--- src/rtl/uart_pack.sv ---
// Shared UART constants and receiver state encoding; UART_RX_PARITY_EN adds the PARITY state.
package uart_pack;

  localparam int br_cnt_max  = 15;
  localparam int br2_cnt_max = 7;
  localparam int br_cnt_w    = $clog2(br_cnt_max + 1);
  localparam int rx_data_w   = 8;

  typedef enum logic [2:0] {
    S_IDLE,
    S_START,
    S_DATA,
`ifdef UART_RX_PARITY_EN
    S_PARITY,
`endif
    S_STOP,
    S_BREAK
  } rx_state_t;

endpackage

--- src/rtl/as_sync.sv ---
// Generic 2-flop synchroniser; RST_VAL sets the value both flops take in reset.
module as_sync #(
  parameter logic RST_VAL = 1'b0
) (
  input  logic clk_i,
  input  logic rst_i,
  input  logic d_i,
  output logic q_o
);

  logic meta_q, sync_q;

  always_ff @(posedge clk_i) begin
    if (rst_i) begin
      meta_q <= RST_VAL;
      sync_q <= RST_VAL;
    end else begin
      meta_q <= d_i;
      sync_q <= meta_q;
    end
  end

  assign q_o = sync_q;

endmodule

--- src/rtl/as_rx.sv ---
// UART receiver: start-edge detect, mid-bit sampling via as_br br2, LSB-first deserialise.
// UART_RX_PARITY_EN adds an even-parity bit; outputs are registered one cycle after the stop sample.
module as_rx
  import uart_pack::*;
#(
  parameter int DATA_W = rx_data_w
) (
  input  logic              clk_i,
  input  logic              rst_i,
  input  logic              rx_i,
  input  logic              br2_i,
  output logic              start_o,
  output logic [DATA_W-1:0] data_o,
  output logic              valid_o,
  output logic              frame_err_o,
  output logic              parity_err_o,
  output logic              busy_o
);

  localparam int CNT_W = $clog2(DATA_W + 1);

  rx_state_t         state_q, state_d;
  logic              rx_s, rx_prev_q, fall;
  logic [CNT_W-1:0]  cnt_q, cnt_d;
  logic [DATA_W-1:0] sh_q, sh_d, data_q, data_d;
  logic              start_q, start_d, valid_q, valid_d, ferr_q, ferr_d;
  logic              par_ok;

  as_sync #(.RST_VAL(1'b1)) u_sync (
    .clk_i (clk_i),
    .rst_i (rst_i),
    .d_i   (rx_i),
    .q_o   (rx_s)
  );

  assign fall = rx_prev_q & ~rx_s;

`ifdef UART_RX_PARITY_EN
  logic par_q, par_d, perr_q, perr_d;
  assign par_ok       = ~(^sh_q ^ par_q);
  assign parity_err_o = perr_q;
`else
  assign par_ok       = 1'b1;
  assign parity_err_o = 1'b0;
`endif

  always_comb begin
    state_d = state_q;
    cnt_d   = cnt_q;
    sh_d    = sh_q;
    data_d  = data_q;
    start_d = 1'b0;
    valid_d = 1'b0;
    ferr_d  = 1'b0;
`ifdef UART_RX_PARITY_EN
    par_d   = par_q;
    perr_d  = 1'b0;
`endif
    case (state_q)
      // start_o pulses while still IDLE; the move to START follows it so busy_o lags by one cycle
      S_IDLE: begin
        if (start_q)   state_d = S_START;
        else if (fall) start_d = 1'b1;
      end
      S_START: if (br2_i) begin
        cnt_d   = '0;
        state_d = rx_s ? S_IDLE : S_DATA;
      end
      S_DATA: if (br2_i) begin
        sh_d  = {rx_s, sh_q[DATA_W-1:1]};
        cnt_d = cnt_q + 1'b1;
        if (cnt_q == CNT_W'(DATA_W - 1)) begin
`ifdef UART_RX_PARITY_EN
          state_d = S_PARITY;
`else
          state_d = S_STOP;
`endif
        end
      end
`ifdef UART_RX_PARITY_EN
      S_PARITY: if (br2_i) begin
        par_d   = rx_s;
        state_d = S_STOP;
      end
`endif
      S_STOP: if (br2_i) begin
        if (rx_s) begin
          state_d = S_IDLE;
          if (par_ok) begin
            data_d  = sh_q;
            valid_d = 1'b1;
          end
`ifdef UART_RX_PARITY_EN
          else perr_d = 1'b1;
`endif
        end else begin
          ferr_d  = 1'b1;
          state_d = S_BREAK;
        end
      end
      S_BREAK: if (rx_s) state_d = S_IDLE;
      default: state_d = S_IDLE;
    endcase
  end

  always_ff @(posedge clk_i) begin
    if (rst_i) begin
      state_q   <= S_IDLE;
      rx_prev_q <= 1'b1;
      cnt_q     <= '0;
      sh_q      <= '0;
      data_q    <= '0;
      start_q   <= 1'b0;
      valid_q   <= 1'b0;
      ferr_q    <= 1'b0;
`ifdef UART_RX_PARITY_EN
      par_q     <= 1'b0;
      perr_q    <= 1'b0;
`endif
    end else begin
      state_q   <= state_d;
      rx_prev_q <= rx_s;
      cnt_q     <= cnt_d;
      sh_q      <= sh_d;
      data_q    <= data_d;
      start_q   <= start_d;
      valid_q   <= valid_d;
      ferr_q    <= ferr_d;
`ifdef UART_RX_PARITY_EN
      par_q     <= par_d;
      perr_q    <= perr_d;
`endif
    end
  end

  assign start_o     = start_q;
  assign data_o      = data_q;
  assign valid_o     = valid_q;
  assign frame_err_o = ferr_q;
  assign busy_o      = (state_q != S_IDLE);

endmodule

--- config.mk ---
export PLATFORM = sky130hd
export DESIGN_NAME = as_rx
export DESIGN_NICKNAME = d
export VERILOG_FILES = /design/src/rtl/uart_pack.sv /design/src/rtl/as_sync.sv /design/src/rtl/as_rx.sv
export SDC_FILE = /design/constraint.sdc
export NUM_CORES = 1
export LEC_CHECK = 0
export ABC_AREA = 1
export CAP_MARGIN = 5
export CELL_PAD_IN_SITES_DETAIL_PLACEMENT = 1
export CELL_PAD_IN_SITES_GLOBAL_PLACEMENT = 1
export CORE_MARGIN = 4
export CORE_UTILIZATION = 40
export CTS_CLUSTER_DIAMETER = 50
export CTS_CLUSTER_SIZE = 30
export DETAILED_ROUTE_END_ITERATION = 10
export PLACE_DENSITY = 0.77
export SLEW_MARGIN = 15
export SYNTH_ARGS = -nofsm -noshare
export SYNTH_HDL_FRONTEND = slang
export SYNTH_HIERARCHICAL = 1
export SYNTH_SLANG_ARGS = --single-unit
--- constraint.sdc ---
create_clock -name clk_i -period 2.1 [get_ports clk_i]
set_clock_uncertainty 0.2 [all_clocks]
set_input_delay 0.42 -clock clk_i [delete_from_list [all_inputs] [get_ports clk_i]]
set_output_delay 0.42 -clock clk_i [all_outputs]
set_load 0.02 [all_outputs]
==> key figures, run 1 <==
Power and ir drop
  – Power Density: approximately 880 mW/mm^2
  – Leakage: around 0.63 nW
  – Peak supply drop: 0.5293 mV

Synthesis
  – Sequential-to-total area share from yosys stat: 0.4838
  – Cells after Synth: between 150 and 200
  – Number of distinct library cells after synthesis: 25
  – Post-synthesis register bit count: 29
  – Mean post-synth cell area: approximately 7.6 um^2
  – Post-Syn Nets: between 150 and 200
  – Cell Area, Synth: roughly 0.0012 mm^2
  – Yosys warns: 6

Routing
  – First-pass detailed-route iteration total: 4
  – DR vias/cell: between 5 and 6
  – Vias post-DR: between 1000 and 1500
  – Total wire length: between 2000 and 3000 um
  – Post-route DRC: 0
  – Routed Antenna Nets: 0
  – Wire per inst: roughly 13 um
  – Drt initial violations: 39

Layout
  – Nets: approximately 180
  – Post-layout util: 0.5268
  – Ant diodes: 0
  – Fillers: 368
  – Area grow syn2layout: 23.15%
  – Layout cells sized above 1: 0.1444
  – Commonest non-fill, non-tap cells in the layout: nor2_1, dfxtp_1, nand2_1

Die
  – I/O pin count: 17
  – Die Span X: 62.77 um
  – Rows: 19
  – Core area: between 0.002 and 0.003 mm^2
  – Die height: about 63 um
  – Die Area: 0.003940 mm^2
  – Initial Util: 0.4277

Global routing
  – First-pass GRT wire length: 5140 um
  – Gr usage total: 0.1642
  – Initial antenna violation count: 0
  – Vias in the first global route: 1143
  – Largest net degree at the start of global routing: 18
  – Congestion Overflow GR: 0

Timing
  – Count of final hold-check violations: 0
  – Fin crit period: 1.908 ns
  – Fin crit share: 0.9087
  – Final setup vio count: 0
  – Max Slew Vio Count: 0
  – Unrepaired setup endpoints after global routing: no
  – Fmax: roughly 0.52 GHz
  – Setup TNS Final: 0 ns

Run status
  – Status: finished, final reports clean

Critical path
  – WS Path Type: register to primary output
  – CP peak stage delay: about 0.6 ns
  – Cell at the slowest stage of the critical path: clkdlybuf4s50_1
  – Req. time, crit path: approximately 1.5 ns
  – CP bufs+invs: 1
  – Crit path DAT: around 1.3 ns
  – Crit-path max FO: 2
  – Crit-path cells: clkdlybuf4s50_1
  – Startpoint types: register
  – Crit. End Element: primary output
  – Crit-path leading delay family: buffers and inverters

Clock network
  – Clock tree buffer depth: 2
  – Post-CTS Setup Repair Bufs: 0
  – CTS buffer count: 5
  – TritonCTS Sinks: 29
  – Clock root cell: clkbuf_4
  – H-tree levels: 2
  – TritonCTS clock tree: done
  – Worst-skew pair later-pin latency: 0.34 ns
  – Clock-pin slew on the worst setup and hold paths: 0.09 ns

Placed design
  – Routability congestion estimate: around 0.94
  – Port-buffer cells: 15
  – Post-DP HPWL: about 2000 um

Job
  – Max Cap Viol: 0

Min path
  – Hold/Removal Path Class: register to register
final cells by class:
| class | instances | area [um^2] | share of cell area |
|---|---|---|---|
| timing repair buffer | 20 | 186.4 | 0.1262 |
| inverter | 22 | 82.58 | 0.05588 |
| tap | 31 | 38.79 | 0.02625 |
| clock inverter | 1 | 30.03 | 0.02032 |
| clock buffer | 7 | 55.05 | 0.03726 |
| sequential | 29 | 583.1 | 0.3946 |
| multi-input combinational | 101 | 501.7 | 0.3395 |
where the power goes:
| part | leakage, nW | internal (W) | switching, W | total (W) |
|---|---|---|---|---|
| logic | 0.349 | 0.0000760 | 0.000142 | 0.000218 |
| registers | 0.235 | 0.000571 | 0.0000299 | 0.000601 |
| clock network | 0.0455 | 0.000284 | 0.000197 | 0.000481 |
| total | 0.630 | 0.000931 | 0.000369 | 0.00130 |
flip-flops by register name (all words and copies together), names as in the netlist:
register	cells
u_sync/q_o	1
data_o	8
sh_q	8
u_sync/meta_q	1
frame_err_o	1
state_q	3
rx_prev_q	1
valid_o	1
start_o	1
cnt_q	4
path summary, 6_finish.rpt:
kind | startpoint | end | slack (ns) | cells after the start
worst max-delay path | data_o[0] | data_o[0] | 0.19 | 1
worst min-delay path | u_sync/meta_q | u_sync/q_o | 0.21 | 2
worst max register to register | cnt_q[0] | state_q[2] | 0.58 | 9
worst min register to register | u_sync/meta_q | u_sync/q_o | 0.21 | 2
cell families after synthesis:
logic type,synth area share
adder cells (fa/ha/maj),0.01043
buffers and inverters,0.09801
flip-flops,0.4838
AO/OA/AOI/OAI,0.1460
other,0.003125
AND/OR/NAND/NOR,0.2586
what timing repair did:
item                                    in CTS  in global routing
endpoints found under the setup margin       1                  0
hold buffers                                 0                  0
resized for setup                            3                  0
through the flow:
stage / cells / power, W / instance area (um^2) / hold WS, ns / setup WS [ns]
2_1_floorplan: 157 / 0.0007548 / 1200 / 0.1865 / 0.8040
3_3_place_gp: 203 / 0.0008207 / 1391 / 0.1924 / 0.2773
3_5_place_dp: 203 / 0.0008303 / 1391 / 0.1968 / 0.2048
4_1_cts: 211 / 0.001314 / 1478 / 0.2178 / 0.1688
5_1_grt: 211 / 0.001375 / 1478 / 0.2718 / 0.1225
6_report: 211 / 0.001301 / 1478 / 0.2148 / 0.1917
Yosys cell counts (all sizes together):
master | number | area, um^2
a31oi | 1 | 6.260
nor3b | 1 | 7.510
nand2 | 24 | 95.09
nor2 | 31 | 141.4
a21oi | 14 | 70.07
ha | 1 | 12.51
nand4 | 1 | 6.260
buf | 4 | 31.27
conb | 1 | 3.750
nand3b | 1 | 7.510
inv | 22 | 82.58
dfxtp | 29 | 580.6
nor3 | 1 | 5.000
nand3 | 6 | 47.55
clkbuf | 1 | 3.750
o21ai | 19 | 98.85
layer usage:
| layer | track usage | routed length, um |
|---|---|---|
| met5 | 0 | 0 |
| met1 | 0.1982 | 1358 |
| met2 | 0.2690 | 1318 |
| met3 | 0.04137 | 88 |
| met4 | 0.08264 | 57 |
Note: power is estimated with default switching activity, not from simulation.
==> run 2, diff against run 1 <==
--- a/config.mk
+++ b/config.mk
@@ -10,11 +10,11 @@
 export CELL_PAD_IN_SITES_DETAIL_PLACEMENT = 1
 export CELL_PAD_IN_SITES_GLOBAL_PLACEMENT = 1
 export CORE_MARGIN = 4
-export CORE_UTILIZATION = 40
+export CORE_UTILIZATION = 41
 export CTS_CLUSTER_DIAMETER = 50
 export CTS_CLUSTER_SIZE = 30
 export DETAILED_ROUTE_END_ITERATION = 10
-export PLACE_DENSITY = 0.77
+export PLACE_DENSITY = 0.78
 export SLEW_MARGIN = 15
 export SYNTH_ARGS = -nofsm -noshare
 export SYNTH_HDL_FRONTEND = slang
==> run 2 against run 1 <==
  * Final area decreased by 2.2%
  * Register-to-register slack got worse by 0.06 ns
  * Wire length decreased by 0.35%
  * Clock-buffer cell count unchanged
  * Utilization decreased by 0.72 points
  * Maximum frequency increased by 0.87%
  * First-iteration DRC count decreased by 38%
  * Critical path type unchanged
  * Sequential power decreased by 1%
==> key figures, run 2 (synthesized netlist as in run 1, its figures left out) <==
Layout
  – Nets: 184 (unchanged)
  – Post-Layout Cell Count: 210 (was 211)
  – Commonest non-fill, non-tap cell in the layout: dfxtp_1
  – Layout cells sized above 1: 0.1285 (was 0.1444)
  – Commonest non-fill, non-tap cells in the layout: dfxtp_1, nor2_1, nand2_1 (was nor2_1, dfxtp_1, nand2_1)
  – Ant diodes: 0 (unchanged)
  – Area grow syn2layout: 20.44% (was 23.15%)
  – Fin area: 0.001445 mm^2 (was 0.001478 mm^2)

Die
  – I/O pin count: 17 (unchanged)
  – Die Span X: 62.10 um (was 62.77 um)
  – Die Area: 0.003856 mm^2 (was 0.003940 mm^2)
  – Rows: 19 (unchanged)
  – Initial Util: 0.4314 (was 0.4277)
  – Core area: 0.002781 mm^2 (was 0.002805 mm^2)
  – Die height: 62.10 um (was 62.77 um)

Power and ir drop
  – Power Density: 803.5 mW/mm^2 (was 880.1 mW/mm^2)
  – Leakage: 0.6145 nW (was 0.6300 nW)
  – Peak supply drop: 0.6250 mV (was 0.5293 mV)

Clock network
  – Clock root cell: clkbuf_4 (unchanged)
  – CTS buffer count: 5 (unchanged)
  – TritonCTS Sinks: 29 (unchanged)
  – Worst-skew pair later-pin latency: 0.32 ns (was 0.34 ns)
  – Clock tree buffer depth: 2 (unchanged)
  – Clock-pin slew on the worst setup and hold paths: 0.09 ns (about the same)
  – TritonCTS clock tree: done (unchanged)
  – H-tree levels: 2 (unchanged)

Timing
  – Setup TNS Final: 0 ns (unchanged)
  – Final setup vio count: 0 (unchanged)
  – Fin crit share: 0.9009 (was 0.9087)
  – Max Slew Vio Count: 0 (unchanged)
  – Count of final hold-check violations: 0 (unchanged)
  – Fin crit period: 1.892 ns (was 1.908 ns)
  – Fmax: 0.5286 GHz (was 0.5240 GHz)
  – Unrepaired setup endpoints after global routing: no (unchanged)
  – Min Hold Slack: 0.2210 ns (was 0.2148 ns)

Critical path
  – Crit-path max FO: 2 (unchanged)
  – R2r startpoint: state_q[2] (was cnt_q[0])
  – RR Endpoint: cnt_q[3] (was state_q[2])
  – CP peak stage delay: 0.61 ns (was 0.60 ns)
  – Startpoint types: register (unchanged)
  – Crit path DAT: 1.27 ns (was 1.29 ns)
  – Reg-to-reg setup timing slack: 0.52 ns (was 0.58 ns)
  – Crit-path leading delay family: buffers and inverters (unchanged)
  – WS Path Type: register to primary output (unchanged)
  – Crit-path cells: clkdlybuf4s50_1 (unchanged)
  – CP bufs+invs: 1 (unchanged)
  – Reg2reg path depth: 7 (was 9)
  – Req. time, crit path: 1.48 ns (about the same)
  – Cell at the slowest stage of the critical path: clkdlybuf4s50_1 (unchanged)
  – Crit. End Element: primary output (unchanged)
  – Critical path depth: 1 (unchanged)

Routing
  – Total wire length: 2812 um (was 2822 um)
  – Post-route DRC: 0 (unchanged)
  – Vias post-DR: 1045 (was 1064)
  – Routed Antenna Nets: 0 (unchanged)
  – First-pass detailed-route iteration total: 4 (unchanged)
  – DR vias/cell: 4.976 (was 5.043)
  – Wire per inst: 13.39 um (was 13.37 um)
  – Drt initial violations: 24 (was 39)

Job
  – Max Cap Viol: 0 (unchanged)

Placed design
  – Placed cell areas: 0.001391 mm^2 (unchanged)
  – Routability congestion estimate: 0.9230 (was 0.9423)
  – Port-buffer cells: 15 (unchanged)
  – DP Cell Count: 203 (unchanged)
  – Post-DP HPWL: 2144 um (was 2039 um)

Min path
  – Hold Startpoint: u_sync/meta_q (unchanged)
  – Worst hold path depth: 2 (unchanged)
  – Hold EP: u_sync/q_o (unchanged)
  – Hold/Removal Path Class: register to register (unchanged)

Global routing
  – Initial antenna violation count: 0 (unchanged)
  – Gr usage total: 0.1825 (was 0.1642)
  – Vias in the first global route: 1098 (was 1143)
  – First-pass GRT wire length: 4878 um (was 5140 um)
  – Congestion Overflow GR: 0 (unchanged)
  – Largest net degree at the start of global routing: 18 (unchanged)

Run status
  – Status: finished, final reports clean (unchanged)
==> run 2: cell types whose count changed in the layout (fill, tap and decap cells not counted), sizes merged <==
cell | previous run | this run
bufinv | 1 | 0
==> run 2: worst register-to-register path: stages, from the launching register on <==
cell and delay [ns]:
dfxtp_1 0.37, nor2_4 0.17, nand2_2 0.11, nor2_4 0.26
inv_2 0.12, nor2_1 0.10, nand2_1 0.05, a21oi_1 0.12
==> run 2: layer usage <==
layer / vias up / track usage / wire [um] / share of wire
met2: 25 / 0.3107 / 1475 / 0.52
met5: - / 0 / 0 / 0
met1: 474 / 0.1810 / 1088 / 0.39
met3: 12 / 0.07231 / 121 / 0.043
met4: 0 / 0.1242 / 126 / 0.045
li1: 534 / - / - / -
==> run 2: through the flow <==
stage	worst slack, ns	utilization	power, W
2_1_floorplan	0.8040	-	0.0007548
3_3_place_gp	0.2363	0.5002	0.0008244
3_5_place_dp	0.1292	0.5002	0.0008430
4_1_cts	0.1796	0.5196	0.001179
5_1_grt	0.1273	0.5196	0.001239
6_report	0.2081	0.5196	0.001161
==> run 2: worst max path at each step <==
stage	startpoint	slack [ns]	to
after global placement	br2_i	0.24	cnt_q[3]
after global routing	data_o[7]	0.13	data_o[7]
final	data_o[7]	0.21	data_o[7]
after floorplan	state_q[0]	0.80	data_o[1]
after CTS	data_o[7]	0.18	data_o[7]
after detailed placement	br2_i	0.13	cnt_q[3]
==> run 2: where the power goes <==
group | switching (W) | total, W | internal (W)
registers | 0.0000256 | 0.000593 | 0.000568
clock network | 0.000179 | 0.000337 | 0.000158
logic | 0.000155 | 0.000231 | 0.0000766
==> run 2: repair_timing <==
| item | 4_1_cts | 5_1_grt |
|---|---|---|
| setup endpoints to repair | 1 | 0 |
| resized for setup | 1 | 0 |
| buffers inserted | 0 | 0 |
| hold buffers | 0 | 0 |
==> run 2: area by class of cell <==
type | count | area (um^2)
clock buffers | 7 | 55.05
repair buffers | 20 | 186.4
fillers | 358 | 1336
flip-flops and latches | 29 | 580.6
multi-input cells | 101 | 501.7
well taps | 31 | 38.79
inverters | 22 | 82.58
